<file path="config.mk">
export PLATFORM = sky130hd
export DESIGN_NAME = window_fetch
export DESIGN_NICKNAME = d
export VERILOG_FILES = /design/src/rtl/window_fetch.sv
export SDC_FILE = /design/constraint.sdc
export NUM_CORES = 1
export LEC_CHECK = 0
export CAP_MARGIN = 40
export CELL_PAD_IN_SITES_DETAIL_PLACEMENT = 1
export CELL_PAD_IN_SITES_GLOBAL_PLACEMENT = 1
export CORE_MARGIN = 4
export CORE_UTILIZATION = 30
export CTS_CLUSTER_DIAMETER = 30
export DETAILED_ROUTE_END_ITERATION = 6
export PLACE_DENSITY_LB_ADDON = 0.1
export SLEW_MARGIN = 20
export SYNTH_ARGS = -nofsm -noshare
export SYNTH_HDL_FRONTEND = slang
export SYNTH_SLANG_ARGS = --single-unit
</file>
<file path="constraint.sdc">
create_clock -name clk -period 13.3 [get_ports clk]
set_input_delay 2.66 -clock clk [delete_from_list [all_inputs] [get_ports clk]]
set_output_delay 2.66 -clock clk [all_outputs]
set_load 0.01 [all_outputs]
</file>
<file path="src/rtl/window_fetch.sv">
// window_fetch: front-end fetch stage of the sharpening pipeline.
// Walks the frame in raster order, reads each pixel's 3x3 neighbourhood from
// image memory and presents the nine taps plus the output address for one
// cycle (win_valid). Stepping within a row reuses two columns (3 reads);
// each row start refills the whole window (9 reads).
// Optional build macro: ZERO_PAD_EN -- out-of-frame taps read as 0 with the
// memory strobe suppressed for that slot; otherwise tap coordinates clamp to
// the frame edge.
// Handshake: there is no back-pressure. mem_data is taken as valid exactly one
// cycle after mem_rd, and win_valid is a single-cycle strobe the downstream
// register must capture; vn*/oan stay stable until the next strobe.
module window_fetch #(
    parameter int IMG_W = 800,
    parameter int IMG_H = 600,
    parameter int AW    = 19,
    parameter int DW    = 8
) (
    input  logic          clk,
    input  logic          reset,
    input  logic          start,
    output logic          mem_rd,
    output logic [AW-1:0] mem_addr,
    input  logic [DW-1:0] mem_data,
    output logic [DW-1:0] vn0,
    output logic [DW-1:0] vn1,
    output logic [DW-1:0] vn2,
    output logic [DW-1:0] vn3,
    output logic [DW-1:0] vn4,
    output logic [DW-1:0] vn5,
    output logic [DW-1:0] vn6,
    output logic [DW-1:0] vn7,
    output logic [DW-1:0] vn8,
    output logic [AW-1:0] oan,
    output logic          win_valid,
    output logic          busy,
    output logic          done,
    output logic [2:0]    dbg_state
);

    localparam int XW = $clog2(IMG_W + 1);
    localparam int YW = $clog2(IMG_H + 1);
    localparam logic [XW-1:0] X_LAST = XW'(IMG_W - 1);
    localparam logic [YW-1:0] Y_LAST = YW'(IMG_H - 1);

    typedef enum logic [2:0] {
        S_IDLE  = 3'd0,
        S_FILL  = 3'd1,
        S_SLIDE = 3'd2,
        S_EMIT  = 3'd3,
        S_DONE  = 3'd4
    } state_t;

    state_t        state, state_n;
    logic [3:0]    cnt, cnt_n;
    logic [XW-1:0] x, x_n;
    logic [YW-1:0] y, y_n;

    logic [DW-1:0] win  [0:8];
    logic [DW-1:0] vn_q [0:8];

    logic [3:0]    rd_tap;
    logic [3:0]    cap_idx;
    logic [3:0]    cap_tap;
    logic          rd_slot;
    logic          cap_active;
    logic          cap_last;
    logic          rd_pad;
    logic          cap_pad;
    logic [DW-1:0] cap_val;

    // Clamped memory address of tap t (0..8, row-major) of the window at (cx,cy).
    // The row*IMG_W product is formed at AW bits so the last pixel does not wrap.
    function automatic logic [AW-1:0] tap_addr(input logic [3:0] t,
                                               input logic [XW-1:0] cx,
                                               input logic [YW-1:0] cy);
        int col;
        int row;
        col = int'(cx) + int'(t) % 3 - 1;
        row = int'(cy) + int'(t) / 3 - 1;
        if (col < 0) col = 0;
        if (col > IMG_W - 1) col = IMG_W - 1;
        if (row < 0) row = 0;
        if (row > IMG_H - 1) row = IMG_H - 1;
        return AW'(row) * AW'(IMG_W) + AW'(col);
    endfunction

`ifdef ZERO_PAD_EN
    // True when tap t of the window at (cx,cy) lies outside the frame.
    function automatic logic tap_oob(input logic [3:0] t,
                                     input logic [XW-1:0] cx,
                                     input logic [YW-1:0] cy);
        int col;
        int row;
        col = int'(cx) + int'(t) % 3 - 1;
        row = int'(cy) + int'(t) / 3 - 1;
        return (col < 0) || (col >= IMG_W) || (row < 0) || (row >= IMG_H);
    endfunction

    assign rd_pad  = tap_oob(rd_tap, x, y);
    assign cap_pad = tap_oob(cap_tap, x, y);
`else
    assign rd_pad  = 1'b0;
    assign cap_pad = 1'b0;
`endif

    // FILL reads taps 0..8 in slots 0..8; SLIDE reads the new right column
    // (taps 2,5,8) in slots 0..2. Each capture lands one slot after its read.
    assign rd_tap     = (state == S_SLIDE) ? 4'(cnt * 3 + 2) : cnt;
    assign cap_idx    = cnt - 4'd1;
    assign cap_tap    = (state == S_SLIDE) ? 4'(cap_idx * 3 + 2) : cap_idx;
    assign rd_slot    = ((state == S_FILL) && (cnt <= 4'd8)) ||
                        ((state == S_SLIDE) && (cnt <= 4'd2));
    assign cap_active = ((state == S_FILL) || (state == S_SLIDE)) && (cnt != 4'd0);
    assign cap_last   = ((state == S_FILL) && (cnt == 4'd9)) ||
                        ((state == S_SLIDE) && (cnt == 4'd3));
    assign cap_val    = cap_pad ? '0 : mem_data;

    assign mem_rd    = rd_slot && !rd_pad;
    assign mem_addr  = mem_rd ? tap_addr(rd_tap, x, y) : '0;
    assign win_valid = (state == S_EMIT);
    assign busy      = (state == S_FILL) || (state == S_SLIDE) || (state == S_EMIT);
    assign done      = (state == S_DONE);
    assign dbg_state = state;

    assign vn0 = vn_q[0];
    assign vn1 = vn_q[1];
    assign vn2 = vn_q[2];
    assign vn3 = vn_q[3];
    assign vn4 = vn_q[4];
    assign vn5 = vn_q[5];
    assign vn6 = vn_q[6];
    assign vn7 = vn_q[7];
    assign vn8 = vn_q[8];

    // Next-state, slot counter and raster position.
    always_comb begin
        state_n = state;
        cnt_n   = cnt;
        x_n     = x;
        y_n     = y;
        case (state)
            S_IDLE, S_DONE: begin
                if (start) begin
                    state_n = S_FILL;
                    cnt_n   = 4'd0;
                    x_n     = '0;
                    y_n     = '0;
                end
            end
            S_FILL: begin
                if (cnt == 4'd9) begin
                    state_n = S_EMIT;
                    cnt_n   = 4'd0;
                end else begin
                    cnt_n = cnt + 4'd1;
                end
            end
            S_SLIDE: begin
                if (cnt == 4'd3) begin
                    state_n = S_EMIT;
                    cnt_n   = 4'd0;
                end else begin
                    cnt_n = cnt + 4'd1;
                end
            end
            S_EMIT: begin
                cnt_n = 4'd0;
                if (x != X_LAST) begin
                    x_n     = x + 1'b1;
                    state_n = S_SLIDE;
                end else if (y != Y_LAST) begin
                    x_n     = '0;
                    y_n     = y + 1'b1;
                    state_n = S_FILL;
                end else begin
                    state_n = S_DONE;
                end
            end
            default: state_n = S_IDLE;
        endcase
    end

    // State register; reset always wins over start.
    always_ff @(posedge clk) begin
        if (reset) begin
            state <= S_IDLE;
            cnt   <= 4'd0;
            x     <= '0;
            y     <= '0;
        end else begin
            state <= state_n;
            cnt   <= cnt_n;
            x     <= x_n;
            y     <= y_n;
        end
    end

    // Working window (shift on step, capture per slot) and the held outputs,
    // which are refreshed only when the final tap of a window arrives.
    always_ff @(posedge clk) begin
        if (reset) begin
            for (int i = 0; i < 9; i++) begin
                win[i]  <= '0;
                vn_q[i] <= '0;
            end
            oan <= '0;
        end else if ((state == S_EMIT) && (state_n == S_SLIDE)) begin
            win[0] <= win[1];
            win[1] <= win[2];
            win[3] <= win[4];
            win[4] <= win[5];
            win[6] <= win[7];
            win[7] <= win[8];
        end else if (cap_active) begin
            win[cap_tap] <= cap_val;
            if (cap_last) begin
                for (int i = 0; i < 9; i++) begin
                    vn_q[i] <= (4'(i) == cap_tap) ? cap_val : win[i];
                end
                oan <= AW'(y) * AW'(IMG_W) + AW'(x);
            end
        end
    end

endmodule

</file>
# Yosys cells after proc, flatten, opt, wreduce, memory -nomap -nowiden
# Memory sizes are Yosys's and may differ from the RTL's.
# Cells that the tools add are included.
totals:
  ram_bits: 144
  elab_cells: 154
  output_inout_bits: 117
  register_bits: 46
  memories: 2
  inputBits: 11
classes:
  n_eq_ne: 21
  magnitude_cmp: 6
  reduce_logical: 21
  mul: 4
  muxes: 65
  bitwise_logic: 16
  n_addsub: 12
  div: 2
mem_list:
  columns: ["name", "words", "word_bits", "read_ports", "rd_ports_with_merged_regs", "write_ports", "line", "source"]
  rows:
  - ["vn_q", 9, 8, 9, 0, 9, "59", "logic [DW-1:0] vn_q [0:8];"]
  - ["win", 9, 8, 9, 0, 9, "58", "logic [DW-1:0] win [0:8];"]
op_table:
  columns: ["op", "n"]
  rows:
  - ["$mux W8", 25]
  - ["$add A11 B32 Y32", 2]
  - ["$gt A32 B11 Y1 const B", 2]
  - ["$lt A32 B1 Y1 const B", 2]
  - ["$mux W32", 2]
  - ["$sub A32 B2 Y32 const B", 2]
  - ["$mux W19", 3]
  - ["$mux W10", 5]
  - ["$pmux W10 S2", 2]
  - ["$div A5 B3 Y32 const B", 1]
  - ["$mod A5 B3 Y32 const B", 1]
  - ["$mux W4", 6]
  - ["$add A10 B1 Y10 const B", 2]
  - ["$ne A10 B10 Y1 const B", 2]
  - ["$add A19 B10 Y19", 1]
  - ["$add A19 B19 Y19", 1]
  - ["$mul A19 B6 Y14 const B", 1]
  - ["$eq A3 B4 Y1 const A", 4]
  - ["$pmux W4 S4", 1]
  - ["$mux W1", 15]
  - ["$mux W3", 5]
  - ["$or A1 B1 Y1", 15]
  - ["$mul A10 B5 Y14 const B", 1]
  - ["$pmux W3 S4", 1]
  - ["other kinds (29)", 45]

# Longest topological paths before layout
# Gate-level depths: netlist of run 1.
depth:
  word_depth: 13
  mapped_depth: 53
  mapped_depth_nobuf: 50

# Worst setup path after synthesis of run 1
# No wires, ideal clock.
synth_path:
  path_kind: "register to output"
  start: "reg cnt[0]"
  end: "out mem_addr[17]"
  t_arrival_ps: 9359
  setup_slack_ps: 1281
  stages_incl_launch_ff: 51
  t_required_ps: 10640
  path_buffers: 3
  cell_sequence: "dfxtp_1 -> clkbuf_1 -> clkinv_1 -> ha_1 -> inv_1 -> ha_1 -> xnor3_1 -> nand2_1 -> o21a_1 -> inv_1 -> ha_1 -> ha_1 -> nor2_2 -> o21ai_1 -> buf_2 -> inv_1 -> clkbuf_1 -> nor2_1 -> [... 15 more ...] -> a21oi_1 -> ha_1 -> fa_1 -> ha_1 -> ha_1 -> inv_1 -> fa_1 -> nor2b_1 -> o21ai_0 -> a21boi_0 -> o21ai_0 -> nor2b_1 -> xnor2_1 -> ha_1 -> nor2_1 -> nor2_1 -> nand3_1 -> nor3b_1"
synth_between:
  elab_chain_cells: 13
  word_cells_on_any_way: 25
  classes_between: "add/sub: 6; mul: 2; div: 2; order compare: 6; mux: 6; reduce/logical: 3"
synth_rtl:
  columns: ["element", "line", "source"]
  rows:
  - ["start, declared", "54", "logic [3:0] cnt, cnt_n;"]
  - ["start signal, assigned", "192", "cnt <= cnt_n;"]
  - ["$mul A4 B2 Y4", "108", "assign rd_tap = (state == S_SLIDE) ? 4'(cnt * 3 + 2) : cnt;"]
  - ["$add A4 B2 Y4", "108", null]
  - ["$mux W4", "108", null]
  - ["$div A5 B3 Y32", "79", "row = int'(cy) + int'(t) / 3 - 1;"]
  - ["$add A11 B32 Y32", "79", null]
  - ["$sub A32 B2 Y32", "79", null]
  - ["$lt A32 B1 Y1", "82", "if (row < 0) row = 0;"]
  - ["$mux W32", "82", null]
  - ["$gt A32 B11 Y1", "83", "if (row > IMG_H - 1) row = IMG_H - 1;"]
  - ["$mux W19", "83", null]
  - ["$mul A19 B6 Y14", "84", "return AW'(row) * AW'(IMG_W) + AW'(col);"]
  - ["$add A19 B19 Y19", "84", null]
  - ["$mux W19 *", "119", "assign mem_addr = mem_rd ? tap_addr(rd_tap, x, y) : '0;"]
  - ["end, declared", "22", "output logic [AW-1:0] mem_addr,"]
# Every way passes the cells marked *; elsewhere a longest branch is shown, timed or not.

# Final worst setup path of run 1
layout_path:
  start: "reg cnt[2]"
  end: "out mem_addr[17]"
# Same word-level chain as after synthesis.

==> impl_metrics.csv, run 1 <==
group,metric,value,unit
route,vias,11410,
timing,fin_tns_setup,0,ns
synth,synth-seq-area-share,36.53,%
clocking,clk_latency,0.45,ns
route,drc_errors,0,
worst_hold_path,hp-class,"reg -> reg",
final_layout,fillers,5332,
final_layout,fin_cells,2288,
route,drt-wirelength-per-cell,17.48,um
worst_hold_path,holdCritStartpoint,"oan[8]",
final_layout,drive_above_1_share,7.852,%
synth,synthTopCellsByArea,"edfxtp_1 30%, ha_1 13%, dfxtp_1 6.4%",
global_route,antenna_found_initial,1,
synth,synthFlopType,"edfxtp_1",
clocking,ctsHoldBuffers,0,
timing,tightest_slew,0.8087,ns
route,first_pass_iters,4,
worst_setup_path,crit_path_max_incr_delay,0.57,ns
route,antenna_left,0,
synth,syn_inst,1536,
power_and_ir_drop,internal_power,1004,uW
clocking,clockBufferDepth,2,
worst_setup_path,r2r_end,"win[6][5]",
worst_setup_path,arrival,9.91,ns
synth,yosysTopAreaCell,"edfxtp_1",
worst_setup_path,crit_top_cell,"ha_1",
synth,yosys.area.top_type_share,30.12,%
clocking,clk_pin_slew,0.07,ns
floorplanning,io_pins,128,
final_layout,diodes,0,
synth,ys_ff_latch,190,
synth,ys_warn_count,0,
clocking,numCtsBuffers,17,
floorplanning,coreArea,46950,um2
worst_setup_path,r2r_slack,9.04,ns
placement,port_buffers,127,
synth,yosysMostFrequentCell,"nor2_1",
clocking,cts_tree,"yes",
route,viasPerCell,4.989,
power_and_ir_drop,power.switching,395.0,uW
clocking,cts.sinks,190,
synth,ys_types,89,
synth,ys_async_sr_fraction,0,%
timing,fmax,0.07957,GHz
worst_setup_path,rr_worst_depth,14,
worst_hold_path,holdPathStages,2,
floorplanning,die_w,226.8,um
power_and_ir_drop,powerDensity,81.11,nW/um2
synth,yosys-top-cells-count,"168 x nor2_1, 153 x ha_1, 151 x inv_1",
clocking,ctsRootBufferMaster,"clkbuf_16",
global_route,globalRouteTotalUtil,15.39,%
global_route,grt_pass1_vias,11660,
power_and_ir_drop,p_seq_share,47.1,%
timing,rsz0062_at_grt,"no",
worst_setup_path,crit_path_top_delay_cell,"or4b_1",
timing,hold_viol,0,
synth,synth_edf_count,144,
final_layout,nNetsFinal,1851,
route,totalWireLength,39990,um
run,max_cap_violations,0,
power_and_ir_drop,vdd_drop_max,75.23,uV
final_layout,seqCellArea,5249,um2
power_and_ir_drop,clockPowerShare,35.2,%
placement,place_ws,0.4072,ns
route,drtIter0Drc,423,
timing,finalCritPeriodShare,94.49,%
floorplanning,die_area,51420,um2
global_route,grt_max_degree,59,
timing,relSlewSlack,45.92,%
worst_setup_path,critPathCaptureType,"output port",
placement,place_hpwl,31650,um
run_status,status,"finished clean",
power_and_ir_drop,p_comb_share,17.8,%
global_route,overflow,0,
global_route,grt_pass1_wl,63310,um
final_layout,areaGrowthSynthToFinish,20.17,%
worst_setup_path,critPathKind,"reg -> out",
placement,dp_cells,2242,
synth,synth_area,14360,um2
worst_setup_path,worstPathRequired,10.64,ns
clocking,htreeDepth,4,
timing,setup_viol,0,
floorplanning,num_rows,79,
worst_hold_path,holdPathEnd,"oan[8]",
timing,skew,0.01249,ns
power_and_ir_drop,switching_share,28.23,%
timing,fin_ws,0.7329,ns
final_layout,multi_input_comb_area,8391,um2
timing,slew_violations,0,
worst_setup_path,crit_fanout,9,
worst_setup_path,start_kind,"flip-flop",
power_and_ir_drop,leakagePower,0.007360,uW
synth,syn-mean-instance-area,9.347,um2
timing,fin_crit,12.57,ns
placement,place.gp.congestion,0.8624,
floorplanning,start_util,30.58,%
floorplanning,die_h,226.8,um
worst_setup_path,worstReg2RegStart,"cnt[0]",
placed cells by master (no fill, tap or decap), types with 9 or more instances in the layout:
cell             netlist  final
nand2b_1              11     10
edfxtp_1             144    144
a21o_1                19     19
nand4_1               10     10
nor3_1                34     33
xor2_1                14     14
nor2_1               168    168
inv_1                151    149
o21a_1                15     15
mux2i_1               70     70
ha_1                 153    150
a22o_1                51     51
clkdlybuf4s50_1        0    127
nor2b_1               13     13
dfxtp_1               46     45
clkbuf_16              0     17
and3_1                39     39
a21oi_1               86     82
conb_1                 2     11
o211ai_1              10     10
fa_1                  18     18
o21ai_0               66     64
or2_2                  9      9
or3_1                  9      9
xnor2_1               64     64
and2_1                15     15
buf_4                  1     38
nand3_1               24     24
nand2_1               94     93
worst max path at each step:
stage                     startpoint      endpoint  slack, ns
final                         cnt[2]  mem_addr[17]       0.73
after global routing          cnt[2]  mem_addr[17]       0.03
after CTS                     cnt[2]  mem_addr[18]       0.02
after detailed placement      cnt[2]  mem_addr[18]       0.41
after global placement        cnt[2]  mem_addr[18]       0.68
after floorplan               cnt[0]  mem_addr[17]       1.28
stage by stage:
| step | hold slack, ns | utilization [%] | total power [uW] | cell area (um2) |
|---|---|---|---|---|
| after CTS | 0.4606 | 36.25 | 1415 | 17020 |
| after global routing | 0.4872 | 36.74 | 1466 | 17250 |
| after global placement | 0.4360 | 34.80 | 913.9 | 16340 |
| after floorplan | 0.4670 | - | 829.0 | 14390 |
| after detailed placement | 0.4448 | 35.06 | 920.1 | 16460 |
| final | 0.4534 | 36.74 | 1399 | 17250 |
timing repair:
item	4_1_cts	5_1_grt
gates resized for setup	2	25
setup endpoints to repair	2	8
setup buffers	0	12
pin swaps	0	8
power by group through the flow:
stage	sequential, uW	clock (uW)	combinational [uW]
after CTS	659	507	249
after floorplan	675	0	154
after global placement	672	0	242
after detailed placement	672	0	248
after global routing	660	530	276
final	658	492	249
final cells by class:
class | count | share of cell area (%)
Inverter | 154 | 3.373
Clock buffer | 17 | 2.466
Multi-Input combinational cell | 1128 | 48.64
Sequential cell | 190 | 30.43
Clock inverter | 14 | 0.7035
Timing Repair Buffer | 178 | 9.994
Tap cell | 607 | 4.402
worst max-delay path: cells and delay by family, from the launching register on:
kind | cells | cell delay (ns)
flops | 1 | 0.40
compound gates | 16 | 2.54
buf+inv | 8 | 1.45
fa+ha+maj | 8 | 2.24
simple gates | 12 | 2.82
layer usage:
layer,track usage (%),up-vias,part of all wire [%],routed length (um)
met5,0,-,0,0
met4,3.594,0,1.4,558
met3,1.813,24,2.3,921
met1,20.51,5545,48,19020
li1,-,5701,-,-
met2,26.78,144,49,19490
cell families after synthesis:
family / synth area share (%)
other: 0.05231
muxes: 4.881
xor gates and xnor gates: 5.072
buffers and inverters: 6.083
and+or+nand+nor: 16.11
AOI/OAI and AO/OA: 15.42
adders and majority gates: 15.84
DFF: 36.53
flip-flops by register name, indices dropped and copies added, names as in the netlist:
signal / count
vn_q: 72
win: 72
oan: 19
x: 10
y: 10
cnt: 4
dbg_state: 3
Power figures use the tool's default switching activity.
==> inputs of run 2 (changes only) <==
--- a/config.mk
+++ b/config.mk
@@ -12,6 +12,7 @@
 export CORE_UTILIZATION = 30
 export CTS_CLUSTER_DIAMETER = 30
 export DETAILED_ROUTE_END_ITERATION = 6
+export MAX_ROUTING_LAYER = met4
 export PLACE_DENSITY_LB_ADDON = 0.1
 export SLEW_MARGIN = 20
 export SYNTH_ARGS = -nofsm -noshare
==> constraint.sdc (replaced) <==
create_clock -name clk -period 11.3 [get_ports clk]
set_input_delay 2.26 -clock clk [delete_from_list [all_inputs] [get_ports clk]]
set_output_delay 2.26 -clock clk [all_outputs]
set_load 0.01 [all_outputs]
==> run 2 against run 1 <==
Effect of this change:
- clock power up 30%
- cell area up 6.5%
- critical endpoint is now mem_addr[18]
- via count up 2.8%
- count of clock-buffer cells in the layout up 2
- global-route usage up 1.1 points
- highest routed layer unchanged
- largest power group unchanged
- critical path type unchanged
- sequential power up 18%
- die area unchanged
- cell count up 3.5%
==> impl_metrics.csv, run 2 (same netlist as run 1, synthesis figures left out) <==
group,metric,value,unit
placement,place_hpwl,32260,um
route,vias,11740,
route,first_pass_iters,5,
floorplanning,die_area,51420,um2
route,drt-wirelength-per-cell,17.50,um
final_layout,layout_commonest_cell,"nor2_1",
floorplanning,die_w,226.8,um
clocking,cts_tree,"yes",
run_status,status,"finished clean",
clocking,ctsRootBufferMaster,"clkbuf_16",
timing,setup_viol,0,
floorplanning,die_h,226.8,um
global_route,grt_pass1_wl,66250,um
route,antenna_left,0,
floorplanning,io_pins,128,
clocking,cts.sinks,190,
timing,relSlewSlack,47.87,%
clocking,clk_latency,0.45,ns
route,drtIter0Drc,398,
run,max_cap_violations,0,
worst_setup_path,r2r_slack,7.03,ns
worst_setup_path,worstPathRequired,9.04,ns
final_layout,post-route-util,39.14,%
clocking,clockBufferDepth,2,
final_layout,seqCellArea,5249,um2
timing,skew,0.01043,ns
timing,finalCritPeriodShare,96.85,%
placement,placed_area,16850,um2
worst_setup_path,crit_fanout,6,
global_route,grt_pass1_vias,12350,
worst_setup_path,arrival,8.68,ns
timing,fmax,0.09137,GHz
timing,slew_violations,0,
worst_setup_path,crit_path_top_delay_cell,"fa_1",
timing,tightest_slew,0.7795,ns
placement,port_buffers,127,
power_and_ir_drop,powerDensity,95.26,nW/um2
worst_setup_path,crit_top_cell,"ha_4",
route,viasPerCell,4.954,
worst_setup_path,critPathKind,"reg -> out",
worst_setup_path,critPathCaptureType,"output port",
global_route,overflow,0,
final_layout,areaGrowthSynthToFinish,28.00,%
floorplanning,num_rows,79,
worst_setup_path,start_kind,"flip-flop",
clocking,htreeDepth,4,
final_layout,fillers,5331,
final_layout,nNetsFinal,1930,
power_and_ir_drop,p_total,1750,uW
power_and_ir_drop,vdd_drop_max,81.90,uV
timing,fin_crit,10.94,ns
route,totalWireLength,41470,um
route,drc_errors,0,
timing,rsz0062_at_grt,"yes",
worst_setup_path,crit_path_max_incr_delay,0.46,ns
placement,place.gp.congestion,0.9098,
timing,hold_viol,0,
final_layout,final_cell_mix,"162 x nor2_1, 144 x edfxtp_1, 142 x inv_1",
final_layout,drive_above_1_share,17.26,%
final_layout,multi_input_comb_area,8871,um2
global_route,globalRouteTotalUtil,16.48,%
global_route,grt_max_degree,59,
global_route,antenna_found_initial,1,
worst_hold_path,hp-class,"reg -> reg",
floorplanning,coreArea,46950,um2
final_layout,top_regs,"vn_q x72, win x72, oan x19",
clocking,clk_pin_slew,0.07,ns
final_layout,finalInstanceArea,18380,um2
timing,fin_hold_ws,0.4588,ns
clocking,ctsHoldBuffers,0,
floorplanning,start_util,30.58,%
clocking,numCtsBuffers,17,
power_and_ir_drop,leakagePower,0.007897,uW
[run 2: area by class of cell]
| class | count | area share (%) |
|---|---|---|
| Inverter | 154 | 3.166 |
| Clock inverter | 13 | 0.9805 |
| Multi-Input combinational cell | 1128 | 48.27 |
| Timing Repair Buffer | 257 | 12.51 |
| Clock buffer | 19 | 2.356 |
| Sequential cell | 190 | 28.56 |
| Tap cell | 607 | 4.133 |
| Antenna cell | 1 | 0.01362 |
[run 2: final timing paths]
path	from	endpoint	cells after the start
hold reg to reg	oan[8]	oan[8]	2
setup / recovery	cnt[1]	mem_addr[18]	48
hold / removal	oan[8]	oan[8]	2
setup reg to reg	y[3]	oan[18]	17
[run 2: where the power goes]
group	total [uW]	internal (uW)	switching, uW
logic	336	154	182
registers	774	767	7.79
clock network	640	356	285
total	1750	1280	474
[run 2: per-layer routing]
layer / vias to the layer above / routed length, um / track usage [%]
met5: - / 0 / -
met4: 0 / 557 / 3.849
met3: 28 / 1055 / 2.020
met2: 152 / 20600 / 28.46
met1: 5691 / 19260 / 20.71
li1: 5865 / - / -
[run 2: critical path: cells and delay by family, from the launching register on]
family	cells	cell delay (ns)
xor+xnor	3	0.62
flops	1	0.35
mux	1	0.34
buf+inv	11	1.06
simple gates	8	0.83
fa+ha+maj	13	3.01
compound gates	12	2.00
[run 2: what timing repair did]
item                                    in CTS  in global routing
setup buffers                               19                 22
pin swaps                                   32                 57
hold endpoints to repair                     0                  0
endpoints found under the setup margin      10                 10
resized for setup                           62                100
[run 2: metrics by stage]
| stage | instances | TNS, ns | setup WS [ns] |
|---|---|---|---|
| 2_1_floorplan | 1545 | 0 | 0.07661 |
| 3_3_place_gp | 2282 | -0.004540 | -0.004540 |
| 3_5_place_dp | 2292 | -0.8521 | -0.3354 |
| 4_1_cts | 2343 | 0 | 0.002122 |
| 5_1_grt | 2369 | -0.4808 | -0.1541 |
| 6_report | 2369 | 0 | 0.3554 |
